File: src/rtl/level_spawn_scheduler.sv
// Level tracker and one-at-a-time ball spawn scheduler (req/ack to balls).
// Define LEVEL_BREATHER_EN to suppress spawns for a few ticks after level-up.
module level_spawn_scheduler #(
  parameter int NUM_BALLS      = 3,
  parameter int NUM_LEVELS     = 12,
  parameter int LEVEL_STEP     = 10,
  parameter int SCORE_W        = 16,
  parameter int MAX_SIZE       = 3,
  parameter int ACK_TIMEOUT    = 4,
  parameter int BREATHER_TICKS = 2
)(
  input  logic                              clk,
  input  logic                              resetN,
  input  logic                              enable,
  input  logic [SCORE_W-1:0]                score,
  input  logic                              secClk,
  input  logic [NUM_BALLS-1:0]              ballInUse,
  output logic [NUM_BALLS-1:0]              spawnReq,
  output logic [1:0]                        spawnSize,
  output logic [$clog2(NUM_LEVELS+1)-1:0]   level,
  output logic                              levelUp
);

  localparam int LW = $clog2(NUM_LEVELS+1);
  localparam int QW = $clog2(NUM_BALLS+1);
  localparam int TW = $clog2(ACK_TIMEOUT+1);

  localparam logic [1:0] IDLE     = 2'd0;
  localparam logic [1:0] PLAY     = 2'd1;
  localparam logic [1:0] WAIT_ACK = 2'd2;

  logic [1:0]           state;
  logic                 sec_d;
  logic                 tick;
  logic [SCORE_W-1:0]   next_thr;
  logic [SCORE_W-1:0]   step;
  logic [QW-1:0]        quota;
  logic [1:0]           size;
  logic [TW-1:0]        tmo;
  logic                 up;
  logic                 dn;
  logic                 hold;
  logic                 found;
  logic                 ack;
  logic [NUM_BALLS-1:0] pick;

  assign step = SCORE_W'(LEVEL_STEP);

  assign up = (state != IDLE)
           && (score > next_thr)
           && (level < LW'(NUM_LEVELS));

  assign dn = (state != IDLE)
           && (score <= next_thr - step)
           && (level > LW'(1));

  assign ack = |(ballInUse & spawnReq);

  always_ff @(posedge clk or negedge resetN) begin
    if (!resetN) begin
      sec_d <= 1'b0;
      tick  <= 1'b0;
    end else begin
      sec_d <= secClk;
      tick  <= secClk & ~sec_d;
    end
  end

  // Lowest free slot below the current quota
  always_comb begin
    pick  = '0;
    found = 1'b0;
    for (int i = 0; i < NUM_BALLS; i++) begin
      if (!found && (QW'(i) < quota) && !ballInUse[i]) begin
        pick[i] = 1'b1;
        found   = 1'b1;
      end
    end
  end

  always_ff @(posedge clk or negedge resetN) begin
    if (!resetN) begin
      level    <= '0;
      next_thr <= '0;
      quota    <= '0;
      size     <= '0;
      levelUp  <= 1'b0;
    end else if (!enable) begin
      level    <= '0;
      next_thr <= '0;
      quota    <= '0;
      size     <= '0;
      levelUp  <= 1'b0;
    end else if (state == IDLE) begin
      level    <= LW'(1);
      next_thr <= step;
      quota    <= QW'(1);
      size     <= '0;
      levelUp  <= 1'b0;
    end else begin
      levelUp <= up;
      if (up) begin
        level    <= level + LW'(1);
        next_thr <= next_thr + step;
        if (quota < QW'(NUM_BALLS)) begin
          quota <= quota + QW'(1);
        end else begin
          quota <= QW'(1);
          if (size < 2'(MAX_SIZE))
            size <= size + 2'd1;
        end
      end else if (dn) begin
        level    <= level - LW'(1);
        next_thr <= next_thr - step;
        if (quota > QW'(1)) begin
          quota <= quota - QW'(1);
        end else begin
          quota <= QW'(NUM_BALLS);
          if (size != 2'd0)
            size <= size - 2'd1;
        end
      end
    end
  end

`ifdef LEVEL_BREATHER_EN
  localparam int BW = $clog2(BREATHER_TICKS+1);

  logic [BW-1:0] brk;

  always_ff @(posedge clk or negedge resetN) begin
    if (!resetN) begin
      brk <= '0;
    end else if (!enable || state == IDLE) begin
      brk <= '0;
    end else if (up) begin
      brk <= BW'(BREATHER_TICKS);
    end else if (state == PLAY && tick && hold) begin
      brk <= brk - BW'(1);
    end
  end

  assign hold = (brk != '0);
`else
  logic unused_brk;

  assign unused_brk = ^BREATHER_TICKS;
  assign hold       = 1'b0;
`endif

  always_ff @(posedge clk or negedge resetN) begin
    if (!resetN) begin
      state     <= IDLE;
      spawnReq  <= '0;
      spawnSize <= '0;
      tmo       <= '0;
    end else if (!enable) begin
      state     <= IDLE;
      spawnReq  <= '0;
      spawnSize <= '0;
      tmo       <= '0;
    end else begin
      unique case (1'b1)
        state == IDLE: begin
          state <= PLAY;
        end
        state == PLAY: begin
          if (tick && !hold && found) begin
            spawnReq  <= pick;
            spawnSize <= size;
            tmo       <= '0;
            state     <= WAIT_ACK;
          end
        end
        state == WAIT_ACK: begin
          if (ack) begin
            spawnReq  <= '0;
            spawnSize <= '0;
            state     <= PLAY;
          end else if (tick) begin
            if (tmo == TW'(ACK_TIMEOUT-1)) begin
              spawnReq  <= '0;
              spawnSize <= '0;
              tmo       <= '0;
              state     <= PLAY;
            end else begin
              tmo <= tmo + TW'(1);
            end
          end
        end
        default: begin
          state    <= IDLE;
          spawnReq <= '0;
        end
      endcase
    end
  end

endmodule

File: config.mk
export PLATFORM = sky130hd
export DESIGN_NAME = level_spawn_scheduler
export DESIGN_NICKNAME = d
export VERILOG_FILES = /design/src/rtl/level_spawn_scheduler.sv
export SDC_FILE = /design/constraint.sdc
export NUM_CORES = 1
export LEC_CHECK = 0
export BUFFER_PORTS_ARGS = -buffer_cell sky130_fd_sc_hd__buf_2
export CAP_MARGIN = 20
export CORE_AREA = 2 2 118 120
export DETAILED_ROUTE_END_ITERATION = 10
export DIE_AREA = 0 0 120 122
export RECOVER_POWER = 100
export SLEW_MARGIN = 0
export SYNTH_ARGS = -nofsm -noshare
export SYNTH_HDL_FRONTEND = slang
export SYNTH_SLANG_ARGS = --single-unit
export TNS_END_PERCENT = 50
File: constraint.sdc
create_clock -name clk -period 3.6 [get_ports clk]
set_input_delay 0.18 -clock clk [delete_from_list [all_inputs] [get_ports clk]]
set_output_delay 0.18 -clock clk [all_outputs]
set_load 0.03 [all_outputs]
Word level (Yosys, flattened, before mapping)
Index checks and enable logic that the tools add are counted.
W data, S select, Z words.
{"block": "totals", "reg_bits": 37, "out_inout_bits": 10, "elab_cells": 125}
{"block": "op_classes", "n_addsub": 9, "magnitude_cmp": 10, "eq_ne": 15, "n_mux": 53, "bitwise": 3, "n_reduce_logical": 24}
{"operator": "$mux W16", "count": 4}
{"operator": "$mux W2", "count": 24}
{"operator": "$mux W3", "count": 10}
{"operator": "$add A16 B4 Y16 const B", "count": 1}
{"operator": "$gt A16 B16 Y1", "count": 1}
{"operator": "$le A16 B16 Y1", "count": 1}
{"operator": "$mux W4", "count": 4}
{"operator": "$sub A16 B4 Y16 const B", "count": 1}
{"operator": "$ne A4 B4 Y1 const B", "count": 3}
{"operator": "$reduce_and A4 Y1", "count": 3}
{"operator": "$logic_and A1 B1 Y1", "count": 10}
{"operator": "$pmux W3 S3", "count": 1}
{"operator": "$ne A4 B1 Y1 const B", "count": 2}
{"operator": "$mux W1", "count": 7}
{"operator": "$ne A3 B3 Y1 const B", "count": 2}
{"operator": "$pmux W2 S3", "count": 1}
{"operator": "$pmux W3 S2", "count": 1}
{"operator": "$logic_not A1 Y1", "count": 5}
{"operator": "$reduce_and A5 Y1", "count": 1}
{"operator": "$add A2 B1 Y2 const B", "count": 2}
{"operator": "$add A4 B1 Y4 const B", "count": 1}
{"operator": "$gt A4 B1 Y1 const B", "count": 1}
{"operator": "$lt A1 B2 Y1 const A", "count": 2}
{"operator": "$lt A2 B2 Y1 const B", "count": 2}
{"operator": "other kinds (22)", "count": 24}

Longest topological paths before layout
{"block": "logic_depth", "depth_word": 15, "mapped_depth": 14}

Worst setup path after synthesis
OpenSTA, ideal clock, no wires.
{"block": "synth_timing", "path_type": "register to register", "start": "reg next_thr[4]", "end": "reg next_thr[5]", "setup_time_ps": 156, "t_arrival_ps": 3363, "required_ps": 3444, "slack_ps": 81, "stages_incl_launch_ff": 14, "path_buffers": 2, "synth_period_minus_slack_ps": 3519, "cell_sequence": "dfrtp_1 > buf_2 > nor4_2 > nand2_1 > nor4_1 > xnor2_1 > ha_1 > and4_4 > nand4_1 > or4_1 > buf_6 > a2111oi_4 > o21ai_0 > nor3b_2"}
{"block": "synth_via", "elab_chain_len": 6, "word_cells_on_any_way": 13, "cone_classes": "add/sub: 2; order compare: 2; eq/ne: 1; mux: 4; reduce/logical: 4"}
{"element": "start, declared", "line": "35", "text": "logic [SCORE_W-1:0] next_thr;"}
{"element": "start signal, assigned", "line": "96", "text": "next_thr <= step;"}
{"element": "start signal, assigned", "line": "104", "text": "next_thr <= next_thr + step;"}
{"element": "start signal, assigned", "line": "114", "text": "next_thr <= next_thr - step;"}
{"element": "branches (longest 6 deep; another with $sub A16 B4 Y16)"}
Several ways; the timed one is not identified. The select of a mux whose other input is x is not followed.
A chain may end at the register's enable or synchronous reset.

Worst setup path after layout
{"block": "layout_timing", "start": "reg next_thr[5]", "end": "reg next_thr[5]"}
Same word-level chain as after synthesis.

==> flow_metrics.py <==
metrics = {
    "placement": {
        "globalplace.congestion": 0.865,
        "portBuffers": 32,
        "hpwl_mm": 6.98,
    },
    "clock_network": {
        "clkLatencyLatePin_ps": 290,
        "cts_root_buf": "clkbuf_16",
        "cts_buffer_depth": 2,
        "cts_buffers": 5,
        "htree_levels": 2,
        "clock-sinks": 36,
        "cts_tree": "yes",
        "clk_pin_slew_ps": 60,
    },
    "cells_and_area": {
        "area_growth_pct": 25.3,
        "final_layout_size_suffix_gt1_share_pct": 23.5,
        "final_nets": 501,
        "antenna_cells": 0,
    },
    "logic_synthesis": {
        "yosys_warnings": 0,
        "syn_area_mm2": 0.00329,
        "syn_area_per_cell_um2": 8.88,
        "synth_cell_types": 69,
        "ys_seq_elements": 36,
        "syn-num-nets": 435,
        "synth_flop_cell": "dfrtp_1",
        "netlist_instances": 371,
        "async_flop_share_pct": 100,
        "synth_edf_count": 0,
        "ys_seq_area_share_pct": 27.3,
    },
    "route": {
        "antenna_left": 0,
        "wl_per_cell_um": 14.8,
        "drc_errors": 0,
        "finalWirelength_mm": 9.16,
        "dr.pass1.iters": 4,
        "drt_iter0_markers": 169,
        "vias": 3039,
        "viasPerCell": 4.92,
    },
    "global_route": {
        "use_met3_pct": 2.39,
        "antenna_found_initial": 0,
        "grt.total_usage_pct": 12.6,
        "use_met2_pct": 21.9,
        "top_usage_layer": "met2",
        "grt_pass1_wl_mm": 14.9,
        "grtUsageMet1_pct": 15.8,
        "grt_max_degree": 37,
        "grt_overflow": 0,
        "grt_pass1_vias": 2990,
    },
    "sta": {
        "slew_headroom_pct": -36.2,
        "tightest_slew_ps": 2040,
        "clock_skew_ps": 7.01,
        "post-route-min-period_ps": 3470,
        "hold_ws_ps": 36.5,
        "setup_tns_ps": 0,
        "fmax_ghz": 0.288,
        "fin_crit_sh_pct": 96.3,
        "slew_violations": 37,
        "report.final.hold_viol_count": 0,
        "setup_violations": 0,
    },
    "die": {
        "die_x_um": 120,
        "ioPinCount": 33,
        "die_y_um": 122,
        "design.die.area_mm2": 0.0146,
        "initial_utilization_pct": 24.4,
        "rows": 43,
        "core_mm2": 0.0135,
    },
    "worst_setup_path": {
        "cp.required_ps": 3770,
        "critPathCaptureType": "flop",
        "arrival_ps": 3640,
        "cp-start-kind": "flop",
        "critPathMaxFanout": 8,
        "crit_type": "reg2reg",
    },
    "job": {
        "drv_cap": 1,
    },
    "hold_path": {
        "hold_class": "in2reg",
    },
    "status": {
        "violations": "max-capacitance violations, max-slew violations",
        "outcome": "finished with violations",
    },
}
-- timing repair --
item | 4_1_cts | 5_1_grt
setup buffers | 0 | 11
endpoints found under the setup margin | 6 | 23
pin swaps | 0 | 17
hold buffers | 0 | 0
gates resized for setup | 2 | 12
-- worst paths after layout --
path                          endpoint  slack [ps]  cells after the start         from
setup / recovery           next_thr[5]         130                     13  next_thr[5]
hold / removal                   sec_d          40                      1       secClk
setup reg to reg           next_thr[5]         130                     13  next_thr[5]
hold reg to reg                   tick         390                      1        sec_d
max in group asynchronous     state[1]        1950                      1       resetN
min in group asynchronous  spawnReq[1]         470                      1       resetN
-- through the flow --
step                instances  utilization (%)  setup WS [ps]  area [um^2]
floorplan                 371                -           80.6         3290
global placement          599             28.3           82.0         3830
detailed placement        599             28.3          -23.3         3830
CTS                       607             29.6           11.7         4000
global route              618             30.6          -41.9         4130
finish                    618             30.6            132         4130
-- layer usage --
layer  up-vias  routed length (um)
li1       1496                   -
met1      1458                4140
met2        76                4410
met3         9                 496
met4         0                 107
met5         -                   0
-- worst max-delay path: stages, from the launching register on --
cell and delay [ps]:
dfrtp_1 390, nor4_2 300, buf_4 160, nand2_1 90, nor4_2 200, xnor2_1 140, ha_1 320, and4_4 230
nand4_1 160, or4_4 570, buf_8 160, a2111oi_4 380, o21ai_1 90, nor3b_2 160
-- registers in the layout, summed over array words and instances, names as in the netlist --
register / cells
spawnReq: 3
spawnSize: 2
levelUp: 1
level: 4
tmo: 3
quota: 2
state: 2
next_thr: 15
size: 2
sec_d: 1
tick: 1
-- cells by family (layout without fill, tap and decap cells) --
logic type / Yosys count / count (layout) / synth area share (%)
simple gates: 130 / 130 / 21.6
compound gates: 100 / 100 / 23.0
fa+ha+maj: 41 / 41 / 15.6
buf+inv: 41 / 108 / 5.58
flops: 36 / 36 / 27.3
xor+xnor: 15 / 15 / 3.99
mux: 8 / 8 / 2.89
-- cell type report --
type                    count  area [um^2]
fillers                  1387         9380
multi-input cells         294         2260
flip-flops and latches     36          901
repair buffers             74          480
well taps                 180          225
clock buffers               6          129
inverters                  26         97.6
clock inverters             2         35.0
-- synthesized netlist by cell type, drive strengths merged, types with 3 or more instances --
cell type	count	area share (%)
xnor2	14	3.7
and3	5	0.95
nand4	5	0.95
ha	41	16
a211oi	4	1.1
nand3	12	2.2
and2	5	1.0
a211o	3	0.87
nor2b	6	1.1
nand2b	5	0.95
a31oi	4	0.95
inv	26	3.0
clkbuf	7	0.80
nand2	26	3.0
nor2	23	2.6
dfrtp	36	27
mux2	6	2.3
buf	8	1.8
o21a	4	0.91
o21ai	21	3.5
nor3	20	3.3
a21oi	27	4.6
nor3b	6	1.5
nor4	7	1.5
o31a	6	1.6
a22o	4	1.1
o22ai	3	0.57
-- placed cells by master, fill, tap and decap left out, types with 3 or more instances in the layout --
cell	instances
ha_1	40
buf_4	40
dfrtp_1	36
inv_1	26
nand2_1	26
a21oi_1	25
nor2_1	23
buf_2	20
o21ai_0	18
nor3_1	15
xnor2_1	14
clkbuf_1	13
nand3_1	11
nor2b_1	6
o31a_1	6
nor3_2	5
nand4_1	5
nand2b_1	5
and3_1	5
nor3b_1	5
clkbuf_16	5
nor4_1	4
o21a_1	4
a22o_1	4
mux2_2	4
a31oi_1	3
o22ai_1	3
Power is not shown: default switching activity piles up to over one toggle a cycle in this logic, so the estimate is an artifact.
